==> config.mk <==
export PLATFORM = sky130hd
export DESIGN_NAME = window_absdiff_pipe
export DESIGN_NICKNAME = d
export VERILOG_FILES = /design/src/rtl/window_absdiff_pipe.sv
export SDC_FILE = /design/constraint.sdc
export NUM_CORES = 1
export LEC_CHECK = 0
export ABC_AREA = 1
export ABC_CLOCK_PERIOD_IN_PS = 19750
export CAP_MARGIN = 20
export CORE_ASPECT_RATIO = 0.75
export CORE_MARGIN = 2
export CORE_UTILIZATION = 59
export DETAILED_ROUTE_END_ITERATION = 10
export PLACE_DENSITY_LB_ADDON = 0.3
export SETUP_SLACK_MARGIN = 0.02
export SLEW_MARGIN = 10
export SYNTH_ARGS = -nofsm -noshare
export SYNTH_HDL_FRONTEND = slang
export SYNTH_SLANG_ARGS = --single-unit
==> constraint.sdc <==
create_clock -name clk -period 19.75 [get_ports clk]
set_input_delay 1.975 -clock clk [delete_from_list [all_inputs] [get_ports clk]]
set_output_delay 1.975 -clock clk [all_outputs]
set_load 0.05 [all_outputs]
==> src/rtl/window_absdiff_pipe.sv <==
`default_nettype none
// ============================================================================
// Module   : window_absdiff_pipe
// Brief    : Computes |p_i - p_centre| for each tap of an NTAPS-pixel window.
//            Also produces the maximum tap difference and forwards the window
//            aligned with its results. Uses a 2-deep stallable valid/ready
//            pipeline, an activity gate and an accepted-window counter.
//            Optional macro THRESH_EN adds a per-tap threshold mask
//            (ports thresh / out_mask).
// Revision : 1.0 - initial release
// ============================================================================
module window_absdiff_pipe #(
  parameter int DW     = 8,
  parameter int NTAPS  = 9,
  parameter int CENTER = 4,
  parameter int CNT_W  = 16
) (
  input  logic                clk,
  input  logic                rst,
  input  logic                act,
  input  logic                cnt_clr,
  input  logic                in_valid,
  output logic                in_ready,
  input  logic [NTAPS*DW-1:0] in_win,
  output logic                out_valid,
  input  logic                out_ready,
  output logic [NTAPS*DW-1:0] out_diff,
  output logic [DW-1:0]       out_max,
  output logic [NTAPS*DW-1:0] out_win,
`ifdef THRESH_EN
  input  logic [DW-1:0]       thresh,
  output logic [NTAPS-1:0]    out_mask,
`endif
  output logic [CNT_W-1:0]    win_cnt
);

  logic                w_adv1;
  logic                w_adv2;
  logic                w_accept;
  logic [DW-1:0]       w_centre;
  logic [NTAPS*DW-1:0] w_diff;
  logic [DW-1:0]       w_max;

  logic                r_v1;
  logic                r_v2;
  logic [NTAPS*DW-1:0] r_s1_diff;
  logic [NTAPS*DW-1:0] r_s1_win;

  // A stage may take new data when it is empty or its successor moves on;
  // in_ready therefore ripples combinationally back from out_ready.
  assign w_adv2    = ~r_v2 | out_ready;
  assign w_adv1    = ~r_v1 | w_adv2;
  assign in_ready  = w_adv1;
  assign w_accept  = in_valid & w_adv1;
  assign out_valid = r_v2;

  assign w_centre = in_win[CENTER*DW +: DW];

  // Per-tap magnitude: one extra bit keeps the subtract exact, and the
  // magnitude of a difference of two DW-bit unsigned values fits in DW bits.
  for (genvar i = 0; i < NTAPS; i++) begin : g_tap
    logic signed [DW:0] w_sub;
    logic [DW-1:0]      w_mag;
    assign w_sub = $signed({1'b0, in_win[i*DW +: DW]}) - $signed({1'b0, w_centre});
    assign w_mag = w_sub[DW] ? (~w_sub[DW-1:0] + 1'b1) : w_sub[DW-1:0];
    // Inactive windows still travel, but carry zero differences.
    assign w_diff[i*DW +: DW] = act ? w_mag : '0;
  end

  // Unsigned maximum across the stage-1 differences.
  always_comb begin
    w_max = '0;
    for (int i = 0; i < NTAPS; i++) begin
      if (r_s1_diff[i*DW +: DW] > w_max) begin
        w_max = r_s1_diff[i*DW +: DW];
      end
    end
  end

  // Stage 1: capture differences and raw window whenever the stage advances.
  always_ff @(posedge clk or negedge rst) begin
    if (!rst) begin
      r_v1      <= 1'b0;
      r_s1_diff <= '0;
      r_s1_win  <= '0;
    end else if (w_adv1) begin
      r_v1      <= in_valid;
      r_s1_diff <= w_diff;
      r_s1_win  <= in_win;
    end
  end

  // Stage 2: output registers, held while downstream stalls.
  always_ff @(posedge clk or negedge rst) begin
    if (!rst) begin
      r_v2     <= 1'b0;
      out_diff <= '0;
      out_win  <= '0;
      out_max  <= '0;
    end else if (w_adv2) begin
      r_v2     <= r_v1;
      out_diff <= r_s1_diff;
      out_win  <= r_s1_win;
      out_max  <= w_max;
    end
  end

`ifdef THRESH_EN
  logic [NTAPS-1:0] w_mask;
  logic [NTAPS-1:0] r_s1_mask;

  for (genvar i = 0; i < NTAPS; i++) begin : g_mask
    assign w_mask[i] = (w_diff[i*DW +: DW] <= thresh);
  end

  // Threshold mask travels with the differences through both stages.
  always_ff @(posedge clk or negedge rst) begin
    if (!rst) begin
      r_s1_mask <= '0;
      out_mask  <= '0;
    end else begin
      if (w_adv1) begin
        r_s1_mask <= w_mask;
      end
      if (w_adv2) begin
        out_mask <= r_s1_mask;
      end
    end
  end
`endif

  // Accepted-window counter; a clear wins over a coincident accept.
  always_ff @(posedge clk or negedge rst) begin
    if (!rst) begin
      win_cnt <= '0;
    end else if (cnt_clr) begin
      win_cnt <= '0;
    end else if (w_accept) begin
      win_cnt <= win_cnt + 1'b1;
    end
  end

endmodule
`default_nettype wire

==> results.py, run 1 <==
metrics = {
    "power_and_ir_drop": {
        "power_density_nw_per_um2": 176,
        "ir_drop_v": 0.000153,
        "leakage_nw": 10.4,
        "p_total_mw": 3.56,
    },
    "sta": {
        "worst_pin_slew_ns": 1.08,
        "finalCritPeriodShare_pct": 51.8,
        "whs_ns": 0.471,
        "hold_viol_final": 0,
        "period_needed_ns": 10.23,
        "max_freq_mhz": 97.7,
        "fin_tns_setup_ns": 0,
        "setup_viol": 0,
        "finClkSkew_ns": 0.0169,
        "max_slew_margin_pct": 28.2,
        "rsz0062_at_grt": "no",
        "maxSlewViolCount": 0,
    },
    "worst_setup_path": {
        "critPathRequiredTime_ns": 20.25,
        "slowest_stage": "o21ai_1",
        "reg2reg_depth": 58,
        "critical_path_class": "flop to flop",
        "endpoint_kind": "flop",
        "arrival_ns": 10.73,
        "r2r-start": "r_s1_diff[15]",
        "worst_setup_path_start_kind": "flop",
        "cpPeakStageDelay_ns": 0.75,
        "cp_top_family": "compound AO/OA/AOI/OAI gates",
        "critPathMostFrequentCell": "nand2_1",
        "worstReg2RegEnd": "out_max[5]",
        "rrSetupSlack_ns": 9.52,
        "path_buf_inv": 6,
        "cp_max_fo": 16,
    },
    "logic_synthesis": {
        "yosysWarnings": 0,
        "syn_area_per_cell_um2": 7.94,
        "synth_top_area_cell": "dfrtp_1",
        "async_reset_ff_share_pct": 100,
        "ys_types": 39,
        "synth-edff-count": 0,
        "syn-cell-area_um2": 16600,
        "ys.flop_type": "dfrtp_1",
        "yosysSeqAreaShare_pct": 45.0,
        "ys_ff_latch": 298,
        "synth_top_area_share_pct": 45.0,
        "yosys-top-cells-area": "dfrtp_1, nand2_1, ha_1",
        "synthesis.instances": 2088,
    },
    "global_routing": {
        "globalRouteOverflowTotal": 0,
        "antenna_found_initial": 0,
        "grt_pass1_wl_um": 75100,
        "grt_max_degree": 94,
        "grt_pass1_vias": 14200,
        "track_usage_pct": 32.2,
    },
    "flow_run": {
        "cap_violations": 0,
    },
    "layout": {
        "nNetsFinal": 2512,
        "drive_above_1_share_pct": 4.73,
        "syn_to_final_growth_pct": 22.3,
        "num_antenna_cells": 0,
        "mostFrequentLayoutCells": "nand2_1, dfrtp_1, clkdlybuf4s50_1",
        "fin_area_um2": 20300,
        "final_common_cell": "nand2_1",
    },
    "clock_network": {
        "ctsHoldBuffers": 0,
        "cts-buffers-inserted": 30,
        "clkSinkCount": 298,
        "root_buffer": "clkbuf_16",
        "clockBufferDepth": 3,
        "cts_resized": 0,
        "clk_latency_ns": 0.57,
        "cts_max_level": 1,
        "cts_tree": "done",
        "cts_setup_buffers": 0,
        "clk_pin_slew_ns": 0.06,
    },
    "route": {
        "via_per_inst": 5.52,
        "top_layer": "met4",
        "num_vias": 14800,
        "wl_met3_um": 3990,
        "drc": 0,
        "drt_wl_total_um": 46800,
        "ant_nets": 0,
        "met1Wirelength_um": 22500,
        "drt_pass1_iterations": 5,
        "wl_per_cell_um": 17.4,
        "drt_iter0_drc": 1251,
        "dr_wl_met2_um": 19300,
    },
    "place": {
        "hpwl_um": 33400,
        "gp_congestion": 0.896,
        "placed_area_um2": 19200,
        "numPortBuffers": 239,
    },
    "worst_hold_path": {
        "worstHoldStart": "r_s1_win[18]",
        "min_to": "out_win[18]",
        "holdPathStages": 2,
        "hp-class": "flop to flop",
    },
    "floorplanning": {
        "coreArea_um2": 27900,
        "num_rows": 53,
        "ios": 248,
        "fp.dieW_um": 198,
        "dieArea_um2": 29500,
        "die_y_um": 149,
        "start_util_pct": 59.5,
    },
    "outcome": {
        "outcome": "complete, no violations",
    },
}
-- flip-flops by register name, summed over array words and instances, names as in the netlist --
register,cells
out_diff,64
out_max,8
out_valid,1
out_win,72
r_s1_diff,64
r_s1_win,72
r_v1,1
win_cnt,16
-- synthesized netlist by cell type (2+ instances only) --
| cell type | number |
|---|---|
| nand2_1 | 790 |
| dfrtp_1 | 298 |
| inv_1 | 194 |
| o21ai_0 | 166 |
| ha_1 | 123 |
| a21oi_1 | 104 |
| nor2_1 | 66 |
| clkbuf_1 | 59 |
| nand3_1 | 59 |
| xor2_1 | 50 |
| o21bai_1 | 34 |
| nand2_2 | 24 |
| o22ai_1 | 24 |
| nand4_1 | 12 |
| buf_4 | 8 |
| fa_1 | 8 |
| xnor2_1 | 8 |
| and2_1 | 7 |
| buf_1 | 6 |
| inv_2 | 6 |
| nor3_1 | 6 |
| a211oi_1 | 5 |
| nand2_4 | 4 |
| nand3b_1 | 3 |
| nor2_2 | 3 |
| a21o_1 | 2 |
| nand3_2 | 2 |
| nand4_2 | 2 |
| nor4_1 | 2 |
| o21a_1 | 2 |
| o21ai_1 | 2 |
| or2_2 | 2 |
-- stage by stage --
step | utilization [%] | setup WS [ns] | instances
after floorplan | - | 10.67 | 2095
after global placement | 69.0 | 9.96 | 2627
after detailed placement | 69.0 | 9.71 | 2627
after CTS | 72.7 | 9.64 | 2682
after global routing | 72.8 | 8.48 | 2683
final | 72.8 | 9.52 | 2683
-- cell families after synthesis --
kind of cell    synth area share [%]
fa+ha+maj                       10.3
xor+xnor                        3.07
flops                           45.0
other cells                   0.0226
buf+inv                         6.46
simple gates                    23.9
compound gates                  11.3
-- how the worst max path moves through the flow --
stage	startpoint	to	slack [ns]	cells past startpoint
floorplan	r_s1_diff[15]	out_max[5]	10.67	65
global placement	r_s1_diff[15]	out_max[0]	9.96	58
detailed placement	r_s1_diff[15]	out_max[0]	9.71	57
CTS	r_s1_diff[15]	out_max[0]	9.64	57
global route	r_s1_diff[11]	out_max[2]	8.48	63
finish	r_s1_diff[15]	out_max[5]	9.52	58
-- metal layers --
layer | vias to the layer above | track usage, %
li1 | 7101 | -
met1 | 7006 | 51.3
met2 | 612 | 45.7
met3 | 80 | 5.27
met4 | 0 | 7.78
met5 | - | 0
-- cell type report --
| cell class | count | area [um^2] |
|---|---|---|
| Multi-Input combinational cell | 1522 | 8090 |
| Fill cell | 2117 | 7580 |
| Sequential cell | 298 | 7460 |
| Timing Repair Buffer | 251 | 2510 |
| Clock buffer | 44 | 893 |
| Inverter | 200 | 752 |
| Tap cell | 357 | 447 |
| Clock inverter | 11 | 128 |
-- power breakdown --
part	total, mW	internal (mW)	switching, mW
logic	2.16	0.742	1.42
clock network	0.585	0.339	0.246
registers	0.814	0.727	0.0864
-- worst register-to-register path, delay by kind of cell (launching register included) --
kind | cells | cell delay (ns)
AO/OA/AOI/OAI | 16 | 3.99
adder cells (fa/ha/maj) | 7 | 2.11
buffers and inverters | 6 | 0.54
flip-flops | 1 | 0.41
AND/OR/NAND/NOR | 29 | 3.08
Power figures use the tool's default switching activity.
==> run 2, diff against run 1 <==
--- a/config.mk
+++ b/config.mk
@@ -6,11 +6,11 @@
 export NUM_CORES = 1
 export LEC_CHECK = 0
 export ABC_AREA = 1
-export ABC_CLOCK_PERIOD_IN_PS = 19750
+export ABC_CLOCK_PERIOD_IN_PS = 9100
 export CAP_MARGIN = 20
 export CORE_ASPECT_RATIO = 0.75
 export CORE_MARGIN = 2
-export CORE_UTILIZATION = 59
+export CORE_UTILIZATION = 50
 export DETAILED_ROUTE_END_ITERATION = 10
 export PLACE_DENSITY_LB_ADDON = 0.3
 export SETUP_SLACK_MARGIN = 0.02
==> constraint.sdc (replaced) <==
create_clock -name clk -period 9.1 [get_ports clk]
set_input_delay 0.91 -clock clk [delete_from_list [all_inputs] [get_ports clk]]
set_output_delay 0.91 -clock clk [all_outputs]
set_load 0.05 [all_outputs]
==> run 2 against run 1 <==
  * Maximum frequency up 19%
  * Sequential power up 120%
  * Critical path depth increased by 6
  * Sequential cell count stayed put
  * Setup slack got worse by 9.0 ns
  * Non-clock buffer count rose by 40
  * Combinational power increased to 3.0 times the previous value
  * Worst hold slack got worse by 0.064 ns
  * Wire length grew 4.6%
  * Register-to-register slack worse by 9.0 ns
  * Final area grew 4.8%
  * Highest routed layer unchanged
==> results.py, run 2 (synthesized netlist as in run 1, its figures left out) <==
metrics = {
    "layout": {
        "nNetsFinal": 2556,
        "syn_to_final_growth_pct": 28.1,
        "mostFrequentLayoutCells": "nand2_1, dfrtp_1, clkdlybuf4s50_1",
        "num_antenna_cells": 0,
        "fin_area_um2": 21200,
        "drive_above_1_share_pct": 9.28,
        "final_common_cell": "nand2_1",
        "top_regs": "out_win: 72 flops, r_s1_win: 72 flops",
    },
    "floorplanning": {
        "num_rows": 57,
        "fp.dieW_um": 214,
        "die_y_um": 162,
        "ios": 248,
        "dieArea_um2": 34600,
        "coreArea_um2": 32500,
        "start_util_pct": 51.0,
    },
    "sta": {
        "setup_viol": 0,
        "max_freq_mhz": 116,
        "whs_ns": 0.408,
        "maxSlewViolCount": 0,
        "finClkSkew_ns": 0.0223,
        "worst_pin_slew_ns": 0.896,
        "period_needed_ns": 8.62,
        "finalCritPeriodShare_pct": 94.7,
        "max_slew_margin_pct": 40.3,
        "hold_viol_final": 0,
    },
    "clock_network": {
        "clkSinkCount": 298,
        "clk_pin_slew_ns": 0.07,
        "cts_max_level": 1,
        "root_buffer": "clkbuf_16",
        "ctsHoldBuffers": 0,
        "clockBufferDepth": 3,
        "cts_tree": "done",
        "clk_latency_ns": 0.58,
        "cts-buffers-inserted": 30,
    },
    "global_routing": {
        "grt_max_degree": 113,
        "track_usage_pct": 27.6,
        "grt_pass1_wl_um": 76200,
        "grt_pass1_vias": 13900,
        "antenna_found_initial": 1,
        "globalRouteOverflowTotal": 0,
    },
    "worst_setup_path": {
        "slowest_stage": "dfrtp_1",
        "critical_path_class": "flop to flop",
        "critPathRequiredTime_ns": 9.56,
        "endpoint_kind": "flop",
        "worst_setup_path_start_kind": "flop",
        "reg2reg_depth": 64,
        "path_buf_inv": 11,
        "critPathMostFrequentCell": "nand2_1",
        "path_depth": 64,
        "cp_top_family": "simple AND/OR/NAND/NOR gates",
        "cpPeakStageDelay_ns": 0.42,
        "arrival_ns": 9.09,
        "cp_max_fo": 8,
    },
    "route": {
        "drt_iter0_drc": 1337,
        "drc": 0,
        "ant_nets": 0,
        "via_per_inst": 5.27,
        "drt_pass1_iterations": 5,
        "num_vias": 14800,
        "wl_per_cell_um": 17.4,
        "drt_wl_total_um": 48900,
    },
    "flow_run": {
        "cap_violations": 0,
    },
    "power_and_ir_drop": {
        "power_density_nw_per_um2": 455,
        "p_total_mw": 9.65,
        "leakage_nw": 10.7,
        "ir_drop_v": 0.000455,
    },
    "place": {
        "gp_congestion": 0.919,
        "numPortBuffers": 239,
        "hpwl_um": 35100,
        "placed_area_um2": 19400,
    },
    "worst_hold_path": {
        "hp-class": "input port to async pin",
    },
    "outcome": {
        "outcome": "complete, no violations",
    },
}
## run 2: cell types whose count changed in the layout (fill, tap and decap cells not counted), sizes merged
cell / change
nand2: +4
clkbuf: -8
inv: +2
clkinv: -1
buf: +40
bufinv: +7
## run 2: timing repair
action | in CTS | in global routing
cloned | 0 | 6
resized for setup | 8 | 120
setup buffers | 0 | 27
endpoints found under the setup margin | 8 | 8
pin swaps | 0 | 42
## run 2: where the power goes
part | internal, mW | total, mW | switching (mW)
Sequential | 1.58 | 1.77 | 0.192
Combinational | 2.64 | 6.44 | 3.80
Clock | 0.889 | 1.44 | 0.549
## run 2: stage by stage
step	TNS, ns	util, %	setup WS [ns]	std cells
after global routing	-0.701	65.3	-0.0982	2812
after detailed placement	-0.956	59.7	-0.145	2724
final	0	65.3	0.478	2812
after global placement	-0.0482	59.7	-0.0252	2724
after floorplan	0	-	0.127	2095
after CTS	0	63.3	0.0330	2779
## run 2: layout make-up
| type | count | area (um^2) |
|---|---|---|
| clock buffers | 36 | 805 |
| clock inverters | 19 | 343 |
| fillers | 2798 | 11300 |
| inverters | 200 | 757 |
| multi-input cells | 1526 | 8510 |
| flip-flops and latches | 298 | 7460 |
| well taps | 442 | 553 |
| repair buffers | 291 | 2810 |
## run 2: path summary, 6_finish.rpt
| path | slack [ns] | from | to |
|---|---|---|---|
| worst max-delay path | 0.48 | r_s1_diff[13] | out_max[6] |
| min in group clk | 0.47 | r_s1_win[22] | out_win[22] |
| worst max register to register | 0.48 | r_s1_diff[13] | out_max[6] |
| max in group asynchronous | 7.23 | rst | r_s1_win[55] |
| worst min register to register | 0.47 | r_s1_win[22] | out_win[22] |
| worst min-delay path | 0.41 | rst | out_win[21] |
## run 2: layer usage
metal  global-route usage (%)  wire (um)
met5                        0          0
met4                     4.96        755
met3                     4.19       3540
met2                     39.3      19900
met1                     44.6      24700
==> run 3, diff against run 2 <==
--- a/config.mk
+++ b/config.mk
@@ -6,11 +6,11 @@
 export NUM_CORES = 1
 export LEC_CHECK = 0
 export ABC_AREA = 1
-export ABC_CLOCK_PERIOD_IN_PS = 9100
+export ABC_CLOCK_PERIOD_IN_PS = 9200
 export CAP_MARGIN = 20
 export CORE_ASPECT_RATIO = 0.75
 export CORE_MARGIN = 2
-export CORE_UTILIZATION = 50
+export CORE_UTILIZATION = 55
 export DETAILED_ROUTE_END_ITERATION = 10
 export PLACE_DENSITY_LB_ADDON = 0.3
 export SETUP_SLACK_MARGIN = 0.02
==> constraint.sdc (replaced) <==
create_clock -name clk -period 9.2 [get_ports clk]
set_input_delay 0.92 -clock clk [delete_from_list [all_inputs] [get_ports clk]]
set_output_delay 0.92 -clock clk [all_outputs]
set_load 0.05 [all_outputs]
==> run 3 against run 2 <==
  * Final area shrank 1.5%
  * Sequential power is essentially flat
  * Global-route usage grew 2.7 points
  * Critical endpoint is now out_max[3]
  * Largest power group unchanged
  * Sequential share of layout area grew 0.55 points
  * Worst hold slack gained 0.0058 ns
  * Critical path depth shrank 8
  * Combinational power shrank 8.9%
  * Largest cell class unchanged
  * Die area shrank 8.9%
  * Setup slack lost 0.040 ns
==> results.py, run 3 (synthesized netlist as in run 1, its figures left out) <==
metrics = {
    "place": {
        "post-place-ws_ns": -0.164,
        "numPortBuffers": 239,
        "gp_congestion": 0.939,
        "hpwl_um": 33800,
    },
    "sta": {
        "max_freq_mhz": 114,
        "worst_pin_slew_ns": 1.10,
        "fin_tns_setup_ns": 0,
        "finClkSkew_ns": 0.0106,
        "hold_viol_final": 0,
        "fin_ws_ns": 0.439,
        "period_needed_ns": 8.76,
        "finalCritPeriodShare_pct": 95.2,
        "maxSlewViolCount": 0,
        "setup_viol": 0,
        "max_slew_margin_pct": 26.9,
    },
    "floorplanning": {
        "die_y_um": 154,
        "fp.dieW_um": 204,
        "start_util_pct": 55.4,
        "coreArea_um2": 29900,
        "num_rows": 55,
        "dieArea_um2": 31500,
        "ios": 248,
    },
    "clock_network": {
        "cts_max_level": 1,
        "cts-buffers-inserted": 30,
        "clk_latency_ns": 0.57,
        "clockBufferDepth": 3,
        "clk_pin_slew_ns": 0.06,
        "clkSinkCount": 298,
        "ctsHoldBuffers": 0,
        "root_buffer": "clkbuf_16",
        "cts_tree": "done",
    },
    "worst_setup_path": {
        "worst_setup_path_start_kind": "flop",
        "critPathMostFrequentCell": "nand2_1",
        "cpPeakStageDelay_ns": 0.43,
        "endpoint_kind": "flop",
        "critPathRequiredTime_ns": 9.66,
        "arrival_ns": 9.22,
        "cp_max_fo": 8,
        "critical_path_class": "flop to flop",
        "cp_top_family": "simple AND/OR/NAND/NOR gates",
        "path_buf_inv": 5,
        "slowest_stage": "dfrtp_2",
    },
    "global_routing": {
        "grt_use_met1_pct": 46.7,
        "track_usage_pct": 30.3,
        "use_met2_pct": 42.9,
        "grt_max_degree": 108,
        "busiest_layer": "met1",
        "grt_pass1_vias": 14200,
        "globalRouteOverflowTotal": 0,
        "grt_pass1_wl_um": 75500,
        "grt_util_met3_pct": 7.08,
        "antenna_found_initial": 1,
    },
    "layout": {
        "n_fill_cell": 2359,
        "nNetsFinal": 2549,
        "final_common_cell": "nand2_1",
        "drive_above_1_share_pct": 8.31,
        "mostFrequentLayoutCells": "nand2_1, dfrtp_1, clkdlybuf4s50_1",
        "syn_to_final_growth_pct": 26.2,
        "num_antenna_cells": 0,
        "top_regs": "out_win: 72 flops, r_s1_win: 72 flops",
    },
    "route": {
        "drt_iter0_drc": 1199,
        "drc": 0,
        "drt_pass1_iterations": 5,
        "via_per_inst": 5.43,
        "ant_nets": 0,
        "drt_wl_total_um": 48000,
        "num_vias": 15000,
        "wl_per_cell_um": 17.4,
    },
    "flow_run": {
        "cap_violations": 0,
    },
    "power_and_ir_drop": {
        "ir_drop_v": 0.000441,
        "leakage_nw": 10.6,
        "power_density_nw_per_um2": 426,
    },
    "worst_hold_path": {
        "hp-class": "input port to async pin",
    },
    "outcome": {
        "outcome": "complete, no violations",
    },
}
==> run 3: metal layers <==
| metal | vias up | wire length (um) | part of all wire [%] |
|---|---|---|---|
| met5 | - | 13 | 0.027 |
| met4 | 2 | 1040 | 2.2 |
| met3 | 86 | 4270 | 8.9 |
| met2 | 548 | 20000 | 42 |
| met1 | 7175 | 22700 | 47 |
| li1 | 7176 | - | - |
==> run 3: metrics by stage <==
stage	instances	instance area (um^2)	power [mW]	hold WS, ns	util, %
detailed placement	2676	19300	6.50	0.454	64.6
global placement	2676	19300	6.41	0.450	64.6
CTS	2728	20400	7.83	0.431	68.0
finish	2759	20900	8.91	0.413	69.9
global route	2759	20900	9.64	0.474	69.9
floorplan	2095	16600	5.24	0.423	-
==> run 3: cell type report <==
class | instances | area [um^2] | share of cell area (%)
Inverter | 200 | 756 | 3.61
Multi-Input combinational cell | 1526 | 8440 | 40.4
Timing Repair Buffer | 284 | 2740 | 13.1
Tap cell | 399 | 499 | 2.39
Clock buffer | 43 | 871 | 4.16
Clock inverter | 9 | 151 | 0.724
Sequential cell | 298 | 7460 | 35.7
==> run 3: final timing paths <==
kind	startpoint	endpoint	slack [ns]	depth (start not counted)
worst max-delay path	r_s1_diff[13]	out_max[3]	0.44	56
max in group asynchronous	rst	out_win[44]	7.37	2
worst max register to register	r_s1_diff[13]	out_max[3]	0.44	56
min in group clk	r_s1_win[21]	out_win[21]	0.46	2
worst min-delay path	rst	r_s1_win[21]	0.41	1
worst min register to register	r_s1_win[21]	out_win[21]	0.46	2
==> run 3: repair_timing <==
action                     in CTS  in global routing
setup buffers                   0                 27
cloned                          0                  4
setup endpoints to repair       8                  8
resized for setup              10                 94
pin swaps                       0                 43
==> run 3: report_power, final <==
part / internal, mW / switching [mW] / total [mW]
clock: 0.765 / 0.522 / 1.29
combinational: 2.31 / 3.56 / 5.87
sequential: 1.56 / 0.192 / 1.75
